$ cat config.mk
export PLATFORM = sky130hd
export DESIGN_NAME = m_store_buffer
export DESIGN_NICKNAME = d
export VERILOG_FILES = /design/src/rtl/m_store_buffer.sv
export SDC_FILE = /design/constraint.sdc
export NUM_CORES = 1
export LEC_CHECK = 0
export ABC_AREA = 1
export BUFFER_PORTS_ARGS = -buffer_cell sky130_fd_sc_hd__buf_4
export CAP_MARGIN = 40
export CORE_MARGIN = 5
export CORE_UTILIZATION = 32
export DETAILED_ROUTE_END_ITERATION = 16
export PLACE_DENSITY = 0.62
export RECOVER_POWER = 100
export REMOVE_ABC_BUFFERS = 1
export SLEW_MARGIN = 20
export SYNTH_ARGS = -nofsm -noshare
export SYNTH_HDL_FRONTEND = slang
export SYNTH_SLANG_ARGS = --single-unit
$ cat constraint.sdc
create_clock -name clk -period 5.69 [get_ports clk]
set_input_delay 1.138 -clock clk [delete_from_list [all_inputs] [get_ports clk]]
set_output_delay 1.138 -clock clk [all_outputs]
set_load 0.01 [all_outputs]
$ cat src/rtl/m_store_buffer.sv
// Store buffer for the MEM stage: formats store data and byte enables and queues them for memory.
// Optional store merging into the youngest entry is enabled by defining M_SB_MERGE_EN.
module m_store_buffer #(
  parameter int DATA_W = 32,
  parameter int DEPTH  = 4
) (
  input  logic                  clk,
  input  logic                  reset,
  input  logic                  st_valid,
  input  logic [2:0]            st_op,
  input  logic [31:0]           st_addr,
  input  logic [DATA_W-1:0]     st_wdata,
  input  logic                  int_req,
  output logic                  st_ready,
  output logic                  st_exc,
  input  logic [31:0]           ld_addr,
  output logic                  ld_conflict,
  output logic                  m_valid,
  output logic [31:0]           m_addr,
  output logic [DATA_W/8-1:0]   m_byteen,
  output logic [DATA_W-1:0]     m_wdata,
  input  logic                  m_ready,
  output logic                  sb_empty
);
  localparam int NB  = DATA_W / 8;
  localparam int OFF = $clog2(NB);
  localparam int PW  = $clog2(DEPTH);
  localparam int CW  = PW + 1;
  localparam logic [2:0] OP_SB = 3'd1;
  localparam logic [2:0] OP_SH = 3'd2;
  localparam logic [2:0] OP_SW = 3'd3;
  localparam logic [2:0] OP_SD = 3'd4;
  localparam logic [31:0] WORD_MASK = ~((32'd1 << OFF) - 32'd1);

  logic [31:0]       addr_mem [DEPTH];
  logic [NB-1:0]     be_mem   [DEPTH];
  logic [DATA_W-1:0] data_mem [DEPTH];

  logic [PW-1:0] head_reg, tail_reg, tail_m1;
  logic [CW-1:0] count_reg;
  logic [OFF-1:0] lo;
  logic op_valid, misaligned, full, deq, acc, enq, do_merge, merge_hit;
  logic [NB-1:0]     new_be;
  logic [DATA_W-1:0] new_data, merged_data;
  logic [31:0]       word_addr;
  logic [DEPTH-1:0]  hit;

  assign lo        = st_addr[OFF-1:0];
  assign word_addr = st_addr & WORD_MASK;
  assign tail_m1   = tail_reg - PW'(1);
  assign full      = (count_reg == CW'(DEPTH));
  assign m_valid   = (count_reg != '0);
  assign sb_empty  = ~m_valid;
  assign deq       = m_valid & m_ready;

  always_comb begin
    op_valid   = 1'b0;
    misaligned = 1'b0;
    new_data   = '0;
    new_be     = '0;
    case (st_op)
      OP_SB: begin
        op_valid = 1'b1;
        new_data = {NB{st_wdata[7:0]}};
        new_be   = NB'(1) << lo;
      end
      OP_SH: begin
        op_valid   = 1'b1;
        misaligned = st_addr[0];
        new_data   = {(NB/2){st_wdata[15:0]}};
        new_be     = NB'(3) << (lo & ~OFF'(1));
      end
      OP_SW: begin
        op_valid   = 1'b1;
        misaligned = (st_addr[1:0] != 2'b00);
        new_data   = {(NB/4){st_wdata[31:0]}};
        new_be     = NB'(4'hF) << (lo & ~OFF'(3));
      end
      OP_SD: begin
        // Doubleword stores exist only on a 64-bit memory port.
        op_valid   = (DATA_W == 64);
        misaligned = (st_addr[2:0] != 3'b000);
        new_data   = st_wdata;
        new_be     = '1;
      end
      default: ;
    endcase
  end

  assign st_exc = st_valid & op_valid & misaligned;

`ifdef M_SB_MERGE_EN
  // The youngest entry can absorb a store to the same word unless it is leaving this cycle.
  assign merge_hit = st_valid & op_valid & ~int_req & ~st_exc & m_valid &
                     (((addr_mem[tail_m1] ^ st_addr) & WORD_MASK) == '0) &
                     (~deq | (count_reg >= CW'(2)));
  assign st_ready  = ~full | merge_hit;
`else
  assign merge_hit = 1'b0;
  assign st_ready  = ~full;
`endif

  assign acc      = st_valid & op_valid & st_ready & ~int_req & ~st_exc;
  assign enq      = acc & ~merge_hit;
  assign do_merge = acc & merge_hit;

  for (genvar gi = 0; gi < NB; gi++) begin : g_lane
    assign merged_data[gi*8 +: 8] = new_be[gi] ? new_data[gi*8 +: 8]
                                                : data_mem[tail_m1][gi*8 +: 8];
  end

  for (genvar gi = 0; gi < DEPTH; gi++) begin : g_hit
    logic [PW-1:0] rel;
    assign rel     = PW'(gi) - head_reg;
    assign hit[gi] = ({1'b0, rel} < count_reg) &&
                     (((addr_mem[gi] ^ ld_addr) & WORD_MASK) == '0);
  end
  assign ld_conflict = |hit;

  always_ff @(posedge clk or posedge reset) begin
    if (reset) begin
      head_reg  <= '0;
      tail_reg  <= '0;
      count_reg <= '0;
    end else begin
      if (enq) tail_reg <= tail_reg + PW'(1);
      if (deq) head_reg <= head_reg + PW'(1);
      count_reg <= count_reg + CW'(enq) - CW'(deq);
    end
  end

  always_ff @(posedge clk) begin
    if (enq) begin
      addr_mem[tail_reg] <= word_addr;
      be_mem[tail_reg]   <= new_be;
      data_mem[tail_reg] <= new_data;
    end else if (do_merge) begin
      be_mem[tail_m1]    <= be_mem[tail_m1] | new_be;
      data_mem[tail_m1]  <= merged_data;
    end
  end

  assign m_addr   = m_valid ? addr_mem[head_reg] : '0;
  assign m_byteen = m_valid ? be_mem[head_reg]   : '0;
  assign m_wdata  = m_valid ? data_mem[head_reg] : '0;
endmodule

==> results of run 1 <==
## area by class of cell
type	instances	area, um^2
Timing Repair Buffer	194	1140
Multi-Input combinational cell	758	3820
Clock buffer	31	733
Tap cell	518	648
Sequential cell	271	8110
Clock inverter	21	176
Fill cell	3798	23700
Antenna cell	1	2.50
Inverter	123	463
## cells in the final DEF, fill, tap and decap left out, drive strengths merged, types with 2 or more instances in the layout
| master | instances |
|---|---|
| nand2 | 336 |
| nand3 | 77 |
| conb | 2 |
| clkbuf | 134 |
| ha | 10 |
| nor2 | 108 |
| clkinvlp | 2 |
| a21oi | 10 |
| clkinv | 16 |
| bufinv | 3 |
| xnor2 | 28 |
| or2 | 5 |
| a31oi | 42 |
| o22ai | 14 |
| nor3 | 7 |
| dfrtp | 7 |
| o21ai | 31 |
| a22oi | 42 |
| buf | 91 |
| edfxtp | 264 |
| xor2 | 19 |
| a221oi | 24 |
| inv | 123 |
## cell families (layout without fill, tap and decap cells)
| logic type | count (synthesis) | in the layout | synth area share |
|---|---|---|---|
| AND/OR/NAND/NOR | 534 | 534 | 0.173 |
| flip-flops | 271 | 271 | 0.641 |
| buffers and inverters | 171 | 369 | 0.0542 |
| AO/OA/AOI/OAI | 164 | 164 | 0.0870 |
| XOR/XNOR | 47 | 47 | 0.0326 |
| adder cells (fa/ha/maj) | 11 | 11 | 0.0115 |
| other | 1 | 3 | 0.000297 |
## critical path, stage by stage (launching register included)
cell and delay (ps):
dfrtp_2 780, nand2_1 680, inv_1 230, buf_4 620
nand2_1 90, o21ai_0 120, a221oi_1 80, nor2_1 230
clkbuf_1 220
## per-stage QoR
step,utilization,cells,hold WS (ps)
detailed placement,0.377,1863,537
global route,0.389,1917,542
global placement,0.375,1859,525
floorplan,-,1152,491
finish,0.389,1917,533
CTS,0.400,1915,519
## worst paths after layout
path                            slack, ps    startpoint           end
max in group asynchronous            4910         reset   head_reg[0]
worst max-delay path                  960   head_reg[1]     m_addr[6]
worst max register to register       2600  count_reg[0]  count_reg[2]
worst min-delay path                  530         reset  count_reg[2]
min in group clk                      540   tail_reg[0]   tail_reg[0]
worst min register to register        540   tail_reg[0]   tail_reg[0]
## power groups by stage
stage / registers (W) / clock network, W / logic [W]
after floorplan: 0.00246 / 0 / 0.00114
after detailed placement: 0.00247 / 0 / 0.00254
after global routing: 0.00243 / 0.00192 / 0.00245
after CTS: 0.00243 / 0.00184 / 0.00255
final: 0.00242 / 0.00181 / 0.00222
after global placement: 0.00246 / 0 / 0.00247
## routing by layer
layer	vias to the layer above	wire length (um)	GRT usage	share of wire
met3	68	3690	0.0285	0.099
met2	454	17300	0.269	0.47
li1	4497	-	-	-
met1	4470	15200	0.228	0.41
met4	2	900	0.0432	0.024
met5	-	13	0	0.00035
==> results by group, run 1 <==
Power and ir drop
  • Part of the power in combinational logic: 0.345
  • Switching power summed over all nets: 0.00237 W
  • Switching power share of the total: 0.366
  • Fraction of power consumed by the clock network: 0.281
  • Power per Cell Area: 428 mW/mm^2
  • Internal Pwr Total: 0.00409 W
  • Total power consumption of the routed design: 0.00646 W
  • Static leakage power: 5.80 nW
  • Fraction of power consumed by sequential logic: 0.375
  • Worst VDD drop: 273 uV

GRT
  • First-pass GRT wire length: 56.1 mm
  • GR Overflow Total: 0
  • Pin count of the biggest net entering global routing: 51
  • Antenna violations before repair: 2
  • Via count of the first global-routing pass: 9554
  • Total track usage: 0.164

Synthesis
  • Commonest register cell after synthesis: edfxtp_1
  • Synth Cell Area: 0.0126 mm^2
  • Number of synthesis warnings: 0
  • Average cell area after synthesis: 10.5 um^2
  • Number of synthesized register bits: 271
  • Leading post-synthesis cells by cell area: edfxtp_1 63%, nand2_1 9.9%, inv_1 3.5%
  • Post-synth EDFFs: 264
  • Fraction of synthesis flops using an asynchronous set or reset pin: 0.0258
  • Most used standard cell by instance count after synthesis: nand2_1
  • Proportion of synthesized chip area in sequential cells: 0.641
  • Dominant cell type by area after synthesis: edfxtp_1
  • Most instantiated cells after synthesis: 332 x nand2_1, 264 x edfxtp_1, 119 x inv_1
  • Area share of the largest cell type after synthesis: 0.627
  • Unique masters post-synth: 36
  • Instance count of the mapped netlist: 1199

Placed design
  • Half-perimeter wire length of the detailed placement result: 24.9 mm
  • Dpl cell area: 0.0146 mm^2
  • Routability Congestion: 0.879
  • Number of buffer cells added on primary ports: 172
  • Post-Place Worst Slack: 1750 ps

Clock network
  • Number of hold-repair buffers added at the cts stage: 0
  • TritonCTS clock tree: yes
  • Count of instances resized after the clock tree is built: 0
  • Num CTS Buffers: 28
  • Count of H-tree levels built during CTS: 1
  • Number of buffers inserted by post-CTS setup repair: 0
  • Insertion delay to the later sink of the worst-skew pair: 540 ps
  • Clock Tree Root: clkbuf_16
  • TritonCTS sink count: 271
  • Clock transition at the registers of the reported paths: 60 ps
  • Clock Path Buffers: 3

STA
  • Count of endpoints failing hold in the final timing report: 0
  • Worst clock skew: 11.3 ps
  • Peak clock frequency supported by timing: 0.212 GHz
  • Share of the clock period used by the worst path: 0.831
  • Post-route minimum period: 4730 ps
  • Tightest slew margin relative to the limit: -0.392
  • Slew at the pin with the worst max-slew slack: 2070 ps
  • Unrepaired setup endpoints after global routing: false
  • Sum of negative setup slack: 0 ps
  • Number of endpoints failing setup at the final stage: 0
  • Smallest setup slack after layout: 963 ps
  • Pins Over Slew Limit: 12

Floorplan
  • Boundary Pins: 177
  • Die Area: 0.0436 mm^2
  • Die height: 209 um
  • Initial cell density of the core: 0.326
  • Area of the core: 0.0388 mm^2
  • Chip Width: 209 um
  • Number of standard-cell rows in the floorplan: 72

Cells and area
  • Final std cell area, no fill: 0.0151 mm^2
  • Final net count: 1491
  • Register name with the most flops: data_mem
  • Area growth from synthesis to final layout: 19.4%
  • Flip-flop count of the largest register after layout: 128
  • Fraction of layout cells with a size suffix above 1: 0.112
  • Biggest regs: data_mem x128, addr_mem x120, be_mem x16

Route
  • Average via count per standard cell: 4.95
  • DRC violations left: 0
  • Average routed wire per standard cell: 19.4 um
  • DRT Wirelength: 37.1 mm
  • Number of detailed-routing iterations run before antenna repair: 5
  • DRC marker count from the first detailed-route iteration: 868
  • Overall via count from detail_route: 9491
  • Antenna Violating Nets Remaining: 0

Outcome
  • Violated checks: max-capacitance violations, max-slew violations
  • Status: finished, violations left

Worst setup path
  • Category of the critical setup timing path: reg2out
  • Worst R2R Path Depth: 9
  • Maximum net fanout on the critical path: 50
  • Kind of end point of the critical path: output pin
  • Arrival time of the worst setup path: 3590 ps
  • Required time of the critical path: 4550 ps
  • Kind of start point of the critical path: flip-flop

Worst hold path
  • Worst min path class: in2async

Job
  • Max_cap viols: 1
Note: power is estimated with default switching activity, not from simulation.
==> inputs of run 2 (changes only) <==
--- a/config.mk
+++ b/config.mk
@@ -11,7 +11,7 @@
 export CORE_MARGIN = 5
 export CORE_UTILIZATION = 32
 export DETAILED_ROUTE_END_ITERATION = 16
-export PLACE_DENSITY = 0.62
+export PLACE_DENSITY = 0.63
 export RECOVER_POWER = 100
 export REMOVE_ABC_BUFFERS = 1
 export SLEW_MARGIN = 20
==> constraint.sdc (replaced) <==
create_clock -name clk -period 3.9 [get_ports clk]
set_input_delay 0.78 -clock clk [delete_from_list [all_inputs] [get_ports clk]]
set_output_delay 0.78 -clock clk [all_outputs]
set_load 0.01 [all_outputs]
==> run 2 against run 1 <==
Compared with the run above: the flow now finishes without violations; total power up 42%; critical path type unchanged; global-route usage down 0.53 points; sequential power up 44%; final cell count down 0.42%; cell area down 0.94%; die area unchanged; sequential cell count unchanged; register-to-register slack worse by 1500 ps; highest routed layer unchanged; clock skew up 0.64 ps; critical path depth unchanged.
==> results by group, run 2 (synthesized netlist as in run 1, its figures left out) <==
Clock network
  • Number of hold-repair buffers added at the cts stage: 0 (unchanged)
  • Num CTS Buffers: 27 (-3.6%)
  • Count of instances resized after the clock tree is built: 0 (unchanged)
  • TritonCTS clock tree: yes
  • Insertion delay to the later sink of the worst-skew pair: 530 ps (about the same)
  • Number of buffers inserted by post-CTS setup repair: 0 (unchanged)
  • Count of H-tree levels built during CTS: 1 (unchanged)
  • Clock Path Buffers: 3 (unchanged)
  • Clock transition at the registers of the reported paths: 60 ps (about the same)
  • TritonCTS sink count: 271 (unchanged)
  • Clock Tree Root: clkbuf_16

STA
  • Tightest slew margin relative to the limit: 0.0994 (+0.492)
  • Worst clock skew: 11.9 ps (+0.643 ps)
  • Peak clock frequency supported by timing: 0.277 GHz
  • Pins Over Slew Limit: 0 (-12)
  • Post-route minimum period: 3610 ps
  • Slew at the pin with the worst max-slew slack: 1340 ps (-726 ps)
  • Unrepaired setup endpoints after global routing: false
  • Hold Slack: 189 ps (-344 ps)
  • Share of the clock period used by the worst path: 0.925
  • Count of endpoints failing hold in the final timing report: 0 (unchanged)
  • Smallest setup slack after layout: 291 ps (-672 ps)
  • Number of endpoints failing setup at the final stage: 0 (unchanged)

Worst setup path
  • Maximum net fanout on the critical path: 50 (unchanged)
  • Cell with the largest stage delay on the worst path: dfrtp_2
  • Kind of start point of the critical path: flip-flop
  • Category of the critical setup timing path: reg2out
  • Kind of end point of the critical path: output pin
  • Maximum single-stage delay on the critical path: 700 ps (-80 ps)
  • Arrival time of the worst setup path: 2830 ps (-760 ps)
  • Required time of the critical path: 3120 ps (-1430 ps)
  • Cells traversed along the worst timing path: nand2_2, inv_2, clkbuf_4, nand2_1, o21ai_0, a221oi_1, nor2_1, clkbuf_1

Worst hold path
  • Worst min path class: in2async

Power and ir drop
  • Worst VDD drop: 369 uV (+35%)
  • Power per Cell Area: 611 mW/mm^2 (+43%)
  • Static leakage power: 5.73 nW (-1.3%)

Route
  • DRC violations left: 0 (unchanged)
  • Antenna Violating Nets Remaining: 0 (unchanged)
  • Number of detailed-routing iterations run before antenna repair: 5 (unchanged)
  • Average routed wire per standard cell: 18.9 um (-2.3%)
  • DRT Wirelength: 36.1 mm (-2.8%)
  • Average via count per standard cell: 4.92 (-0.68%)
  • DRC marker count from the first detailed-route iteration: 805 (-7.3%)
  • Overall via count from detail_route: 9387 (-1.1%)

GRT
  • Met3 Resource Use GR: 0.0340 (+0.00555)
  • Global routing met1 resource utilization: 0.226 (-0.00208)
  • Met2 global-route usage: 0.254 (-0.0142)
  • Total track usage: 0.159 (-0.00532)
  • GR Overflow Total: 0 (unchanged)
  • Pin count of the biggest net entering global routing: 67 (+31%)
  • Antenna violations before repair: 3 (+1)
  • First-pass GRT wire length: 54.7 mm (-2.5%)
  • Busiest layer in global routing: met2
  • Via count of the first global-routing pass: 9167 (-4.1%)

Floorplan
  • Initial cell density of the core: 0.326 (unchanged)
  • Die height: 209 um (unchanged)
  • Number of standard-cell rows in the floorplan: 72 (unchanged)
  • Die Area: 0.0436 mm^2 (unchanged)
  • Area of the core: 0.0388 mm^2 (unchanged)
  • Boundary Pins: 177 (unchanged)
  • Chip Width: 209 um (unchanged)

Placed design
  • Half-perimeter wire length of the detailed placement result: 24.0 mm (-3.6%)
  • Post-Place Worst Slack: 735 ps (-1010 ps)
  • Dpl cell area: 0.0146 mm^2 (-0.26%)
  • Number of buffer cells added on primary ports: 172 (unchanged)
  • Routability Congestion: 0.869 (-1.2%)

Cells and area
  • Register name with the most flops: data_mem
  • Area growth from synthesis to final layout: 18.3%
  • Biggest regs: data_mem x128, addr_mem x120, be_mem x16
  • Flip-flop count of the largest register after layout: 128 (unchanged)
  • Final std cell area, no fill: 0.0150 mm^2 (-0.94%)
  • Count of fill cells added during filler insertion: 3822 (+0.63%)
  • Highest-count cells in the layout ignoring fill and taps: 334 x nand2_1, 264 x edfxtp_1, 120 x inv_1, 101 x nor2_1, 99 x clkbuf_1
  • Leading cell type in the layout, fill and taps excluded: nand2_1
  • Final net count: 1487 (-0.27%)
  • Fraction of layout cells with a size suffix above 1: 0.110 (-0.00215)

Job
  • Max_cap viols: 0 (-1)

Outcome
  • Status: finished, final reports clean
-- run 2: changes by cell type in the layout (fill, tap and decap cells not counted), sizes merged --
cell / delta
buf: -4
clkinv: -4
clkinvlp: -2
bufinv: -1
clkbuf: +1
diode: +1
inv: +1
-- run 2: area by class of cell --
cell class | instances | area, um^2 | area share
clock buffers | 31 | 691 | 0.0462
clock inverters | 15 | 120 | 0.00803
flip-flops and latches | 271 | 8110 | 0.542
inverters | 123 | 464 | 0.0310
diodes | 2 | 5.00 | 0.000335
multi-input cells | 758 | 3850 | 0.257
well taps | 518 | 648 | 0.0433
repair buffers | 191 | 1070 | 0.0719
-- run 2: critical path, delay by kind of cell, from the launching register on --
| family | cells | cell delay [ps] |
|---|---|---|
| AO/OA/AOI/OAI | 2 | 190 |
| buffers and inverters | 3 | 890 |
| AND/OR/NAND/NOR | 3 | 470 |
| flip-flops | 1 | 700 |
-- run 2: stage by stage --
stage	total power [W]	cells	setup TNS, ps	util
after floorplan	0.00526	1152	-273930	-
after global placement	0.00718	1860	0	0.375
after detailed placement	0.00725	1861	0	0.376
after CTS	0.00968	1907	0	0.397
after global routing	0.00968	1909	0	0.385
final	0.00914	1909	0	0.385
-- run 2: path summary, 6_finish.rpt --
| kind | depth (start not counted) | endpoint | slack (ps) | startpoint |
|---|---|---|---|---|
| worst min register to register | 2 | tail_reg[1] | 550 | tail_reg[1] |
| worst max-delay path | 8 | m_addr[6] | 290 | head_reg[1] |
| worst min-delay path | 2 | count_reg[0] | 190 | reset |
| max in group asynchronous | 2 | head_reg[0] | 3470 | reset |
| min in group clk | 1 | addr_mem[0][3] | 510 | st_addr[5] |
| worst max register to register | 6 | data_mem[2][8] | 1090 | count_reg[2] |
-- run 2: power by group --
group	internal (W)	switching, W	leakage, nW
clock	0.00139	0.00104	0.401
combinational	0.000988	0.00223	2.84
sequential	0.00337	0.000118	2.48
-- run 2: layer usage --
metal	wire, um	up-vias
met5	12	-
met4	649	2
met3	3210	44
met1	15800	4461
met2	16500	411
li1	-	4469
